===== config.mk =====
export PLATFORM = sky130hd
export DESIGN_NAME = instruction_fetch
export DESIGN_NICKNAME = d
export VERILOG_FILES = /design/src/rtl/instruction_fetch.sv
export SDC_FILE = /design/constraint.sdc
export NUM_CORES = 1
export LEC_CHECK = 0
export CAP_MARGIN = 20
export CORE_UTILIZATION = 55
export DETAILED_ROUTE_END_ITERATION = 12
export PLACE_DENSITY = 0.82
export SYNTH_ARGS = -nofsm -noshare
export SYNTH_HDL_FRONTEND = slang
export SYNTH_SLANG_ARGS = --single-unit

===== constraint.sdc =====
create_clock -name clk -period 3.72 [get_ports clk]
set_input_delay 0.744 -clock clk [delete_from_list [all_inputs] [get_ports clk]]
set_output_delay 0.744 -clock clk [all_outputs]
set_load 0.01 [all_outputs]

===== src/rtl/instruction_fetch.sv =====
`default_nettype none
// ============================================================================
//  Module      : instruction_fetch
//  Description : PC generation, single-outstanding imem fetch and a small
//                instruction/PC buffer feeding decode, with redirect flush.
//  Revision    : 1.0 - initial release
// ============================================================================
module instruction_fetch #(
    parameter int                     WORDSIZE    = 64,
    parameter int                     INSTR_WIDTH = 32,
    parameter logic [WORDSIZE-1:0]    RESET_PC    = '0,
    parameter int                     FIFO_DEPTH  = 2
) (
    input  logic                      clk,
    input  logic                      rst_n,
    output logic                      imem_req_valid,
    input  logic                      imem_req_ready,
    output logic [WORDSIZE-1:0]       imem_req_addr,
    input  logic                      imem_resp_valid,
    input  logic [INSTR_WIDTH-1:0]    imem_resp_data,
    input  logic                      redirect_valid,
    input  logic [WORDSIZE-1:0]       redirect_pc,
    output logic                      out_valid,
    input  logic                      out_ready,
    output logic [INSTR_WIDTH-1:0]    out_instr,
    output logic [WORDSIZE-1:0]       out_pc
);

    localparam int                    c_ptr_w   = (FIFO_DEPTH > 1) ? $clog2(FIFO_DEPTH) : 1;
    localparam int                    c_cnt_w   = c_ptr_w + 1;
    localparam logic [c_cnt_w-1:0]    c_depth   = c_cnt_w'(FIFO_DEPTH);
    localparam logic [WORDSIZE-1:0]   c_pc_step = WORDSIZE'(4);
    localparam logic [WORDSIZE-1:0]   c_align   = ~WORDSIZE'(3);

    typedef enum logic [1:0] {
        ST_IDLE = 2'd0,
        ST_REQ  = 2'd1,
        ST_WAIT = 2'd2
    } state_t;

    state_t                  state_q, state_d;
    logic [WORDSIZE-1:0]     fetch_pc_q, fetch_pc_d;
    logic [WORDSIZE-1:0]     req_pc_q, req_pc_d;
    logic                    drop_q, drop_d;
    logic                    stale_q, stale_d;
    logic [c_ptr_w-1:0]      rd_ptr_q, rd_ptr_d;
    logic [c_ptr_w-1:0]      wr_ptr_q, wr_ptr_d;
    logic [c_cnt_w-1:0]      count_q, count_d;
    logic [INSTR_WIDTH-1:0]  fifo_instr_q [FIFO_DEPTH];
    logic [INSTR_WIDTH-1:0]  fifo_instr_d [FIFO_DEPTH];
    logic [WORDSIZE-1:0]     fifo_pc_q    [FIFO_DEPTH];
    logic [WORDSIZE-1:0]     fifo_pc_d    [FIFO_DEPTH];

    logic                    w_accept;
    logic                    w_resp_hit;
    logic                    w_push;
    logic                    w_pop;
    logic [c_cnt_w-1:0]      w_count_next;
    logic [WORDSIZE-1:0]     w_redirect_target;

    assign w_redirect_target = redirect_pc & c_align;
    assign w_accept          = (state_q == ST_REQ) && imem_req_ready;
    assign w_resp_hit        = (state_q == ST_WAIT) && imem_resp_valid;
    assign w_push            = w_resp_hit && !drop_q && !redirect_valid;
    assign w_pop             = (count_q != '0) && out_ready && !redirect_valid;

    // A redirect empties the buffer regardless of any same-cycle push/pop
    always_comb begin
        w_count_next = count_q;
        if (redirect_valid) begin
            w_count_next = '0;
        end else if (w_push && !w_pop) begin
            w_count_next = count_q + c_cnt_w'(1);
        end else if (w_pop && !w_push) begin
            w_count_next = count_q - c_cnt_w'(1);
        end
    end

    always_comb begin
        state_d      = state_q;
        fetch_pc_d   = fetch_pc_q;
        req_pc_d     = req_pc_q;
        drop_d       = drop_q;
        stale_d      = stale_q;
        rd_ptr_d     = rd_ptr_q;
        wr_ptr_d     = wr_ptr_q;
        count_d      = w_count_next;
        fifo_instr_d = fifo_instr_q;
        fifo_pc_d    = fifo_pc_q;

        if (w_push) begin
            fifo_instr_d[wr_ptr_q] = imem_resp_data;
            fifo_pc_d[wr_ptr_q]    = req_pc_q;
            wr_ptr_d               = wr_ptr_q + c_ptr_w'(1);
        end
        if (w_pop) begin
            rd_ptr_d = rd_ptr_q + c_ptr_w'(1);
        end

        case (state_q)
            ST_IDLE: begin
                if ((count_q < c_depth) && !redirect_valid) begin
                    state_d = ST_REQ;
                end
            end
            ST_REQ: begin
                if (w_accept) begin
                    // A stale request already had fetch_pc replaced by the target
                    state_d  = ST_WAIT;
                    stale_d  = 1'b0;
                    req_pc_d = stale_q ? req_pc_q : fetch_pc_q;
                    if (stale_q || redirect_valid) begin
                        drop_d = 1'b1;
                    end
                    if (!stale_q) begin
                        fetch_pc_d = fetch_pc_q + c_pc_step;
                    end
                end else if (redirect_valid && !stale_q) begin
                    stale_d  = 1'b1;
                    req_pc_d = fetch_pc_q;
                end
            end
            ST_WAIT: begin
                if (w_resp_hit) begin
                    drop_d  = 1'b0;
                    state_d = (w_count_next < c_depth) ? ST_REQ : ST_IDLE;
                end else if (redirect_valid) begin
                    drop_d = 1'b1;
                end
            end
            default: begin
                state_d = ST_IDLE;
            end
        endcase

        if (redirect_valid) begin
            fetch_pc_d = w_redirect_target;
            rd_ptr_d   = '0;
            wr_ptr_d   = '0;
        end
    end

    always_ff @(posedge clk or negedge rst_n) begin
        if (!rst_n) begin
            state_q    <= ST_IDLE;
            fetch_pc_q <= RESET_PC;
            req_pc_q   <= '0;
            drop_q     <= 1'b0;
            stale_q    <= 1'b0;
            rd_ptr_q   <= '0;
            wr_ptr_q   <= '0;
            count_q    <= '0;
            for (int i = 0; i < FIFO_DEPTH; i++) begin
                fifo_instr_q[i] <= '0;
                fifo_pc_q[i]    <= '0;
            end
        end else begin
            state_q      <= state_d;
            fetch_pc_q   <= fetch_pc_d;
            req_pc_q     <= req_pc_d;
            drop_q       <= drop_d;
            stale_q      <= stale_d;
            rd_ptr_q     <= rd_ptr_d;
            wr_ptr_q     <= wr_ptr_d;
            count_q      <= count_d;
            fifo_instr_q <= fifo_instr_d;
            fifo_pc_q    <= fifo_pc_d;
        end
    end

    assign imem_req_valid = (state_q == ST_REQ);
    assign imem_req_addr  = (state_q != ST_REQ) ? '0 : (stale_q ? req_pc_q : fetch_pc_q);
    assign out_valid      = (count_q != '0);
    assign out_instr      = out_valid ? fifo_instr_q[rd_ptr_q] : '0;
    assign out_pc         = out_valid ? fifo_pc_q[rd_ptr_q] : '0;

endmodule
`default_nettype wire

==> flow_metrics.env <==
export IMPL_endpoint_kind="primary output"
export IMPL_postCtsSetupBuffers=0
export IMPL_antenna_found_initial=4
export IMPL_multi_input_area_um2=7450
export IMPL_drv_cap=0
export IMPL_grt_pass1_wl_um=64600
export IMPL_seq_area_frac_synth_pct=51.0
export IMPL_regArea_um2=8170
export IMPL_synthesis_nets=1499
export IMPL_tightest_slew_ns=0.731
export IMPL_fin_setup_tns_ns=0
export IMPL_htree_levels=2
export IMPL_synth_edff_count=0
export IMPL_rsz0062_at_grt="false"
export IMPL_synth_top_cell_by_area="dfrtp_1"
export IMPL_routed_wire_length_per_instance_um=20.0
export IMPL_clock_path_buffers=3
export IMPL_fillerInstances=1994
export IMPL_finalClockSkew_ns=0.0164
export IMPL_status="completed"
export IMPL_fp_dieH_um=173
export IMPL_netlist_area_leader_share_pct=51.0
export IMPL_final_common_cell="dfrtp_1"
export IMPL_start_util_pct=55.9
export IMPL_die_area_um2=29800
export IMPL_required_ns=2.98
export IMPL_grt_total_usage_pct=27.2
export IMPL_critPathKind="reg -> out"
export IMPL_netlist_cell_type_count=44
export IMPL_fmax_mhz=302
export IMPL_fin_nets=1724
export IMPL_p_leak_uw=0.00854
export IMPL_detail_route_antenna_nets=0
export IMPL_clk_latency_ns=0.51
export IMPL_r2r_start="stale_q"
export IMPL_io_buffers=261
export IMPL_synth_warnings=0
export IMPL_power_density_nw_per_um2=650
export IMPL_via_per_inst=5.86
export IMPL_cts_resized=0
export IMPL_die_w_um=173
export IMPL_post_route_drc_count=0
export IMPL_place_gp_congestion=0.820
export IMPL_synth_seq_cells=326
export IMPL_fp_row_count=62
export IMPL_grt_max_degree=93
export IMPL_syn_inst=1395
export IMPL_drive_above_1_share_pct=21.6
export IMPL_wirelength_um=40600
export IMPL_cts_root_buf="clkbuf_16"
export IMPL_crit_start="rd_ptr_q"
export IMPL_syn_to_final_growth_pct=26.3
export IMPL_cts_hold_buf=0
export IMPL_period_share_pct=89.0
export IMPL_vias=11900
export IMPL_synth_area_um2=16000
export IMPL_async_flop_share_pct=100
export IMPL_grt_overflow=0
export IMPL_cts_sinks=326
export IMPL_slew_viol_final=0
export IMPL_arrival_ns=2.57
export IMPL_dpl_worst_slack_ns=0.240
export IMPL_synth_avg_cell_area_um2=11.5
export IMPL_synthFlopType="dfrtp_1"
export IMPL_clk_pin_slew_ns=0.06
export IMPL_synth_area_leaders="dfrtp_1 51%, mux2_2 18%, mux2i_1 10%, nor2_1 4.4%, nand2_1 1.7%"
export IMPL_hold_viol_final=0
export IMPL_cts_buffers=34
export IMPL_cts_tree="built"
export IMPL_grt_pass1_vias=12000
export IMPL_finalSetupViolCount=0
export IMPL_core_area_um2=28600
export IMPL_io_pins=264
export IMPL_worstHoldPathType="in -> async"
export IMPL_ir_worst_vdd_v=0.000401
export IMPL_final_cell_mix="324 x dfrtp_1, 259 x clkdlybuf4s50_1, 258 x mux2_2, 189 x nor2_1, 164 x mux2i_1"
export IMPL_first_pass_iters=5
export IMPL_drt_initial_drc_count=919
export IMPL_setup_slack_ns=0.410
export IMPL_slew_headroom_pct=51.3
export IMPL_p_total_uw=13100
export IMPL_layout_min_cycle_time_ns=3.31
export IMPL_hpwl_um=26900
export IMPL_worstPathMaxFanout=51
export IMPL_critPathLaunchType="flip-flop"
synthesized netlist by cell type, types with 12 or more instances:
cell type	instances
a31oi_1	16
buf_1	19
clkbuf_1	69
dfrtp_1	326
inv_1	12
mux2_2	258
mux2i_1	164
nand2_1	74
nand3_1	22
nand4_1	24
nor2_1	189
nor4_1	22
o21ai_0	44
or4_1	13
xnor2_1	29
xor2_1	15
critical path, cell delays in order, from the launching register on:
cell	delay, ns
dfrtp_4	0.75
buf_12	0.38
mux2i_1	0.27
nor2_1	0.08
clkdlybuf4s50_1	0.51
cell families after synthesis:
logic type               share of synthesized area (%)
multiplexers                                      28.4
AO/OA/AOI/OAI                                     3.04
flip-flops                                        51.0
adder cells (fa/ha/maj)                          0.156
buffers and inverters                             2.66
AND/OR/NAND/NOR                                   12.3
XOR/XNOR                                          2.41
stage by stage:
stage | instance area [um^2] | hold slack (ns) | cells | util [%]
6_report | 20200 | 0.219 | 2030 | 70.5
3_3_place_gp | 19100 | 0.486 | 1968 | 66.6
2_1_floorplan | 16000 | 0.448 | 1395 | -
5_1_grt | 20200 | 0.250 | 2029 | 70.5
3_5_place_dp | 19100 | 0.493 | 1968 | 66.6
4_1_cts | 20200 | 0.243 | 2027 | 70.5
worst paths after layout:
| path | cells past startpoint | endpoint | slack [ns] |
|---|---|---|---|
| worst max-delay path | 4 | out_instr[2] | 0.41 |
| worst min-delay path | 1 | fifo_pc_q[112] | 0.22 |
| worst max register to register | 5 | fetch_pc_q[54] | 0.83 |
| worst min register to register | 1 | fifo_instr_q[15] | 0.50 |
| max in group asynchronous | 2 | fifo_pc_q[42] | 2.49 |
| min in group clk | 1 | fifo_instr_q[15] | 0.50 |
where the power goes:
part	switching (uW)	internal, uW
registers	784	4410
clock network	1360	2040
logic	2140	2390
total	4290	8840
layer usage:
layer / routed length (um) / GRT usage [%] / vias up
met3: 2310 / 4.09 / 80
li1: - / - / 5369
met4: 1110 / 9.00 / 2
met2: 19400 / 44.0 / 407
met1: 17800 / 37.7 / 6044
met5: 8 / 0 / -
sequential cells by signal, indices dropped and copies added (netlist names), 2 cells and up:
signal and flops:
fifo_instr_q 64, state_q 2, fetch_pc_q 62, count_q 2, fifo_pc_q 128, req_pc_q 64
final cells by class:
class / count / share of cell area (%)
inverters: 13 / 0.242
flip-flops and latches: 326 / 40.4
repair buffers: 285 / 14.4
clock buffers: 50 / 5.06
diodes: 3 / 0.0372
multi-input cells: 960 / 36.9
well taps: 384 / 2.38
clock inverters: 9 / 0.502
Power figures use the tool's default switching activity.
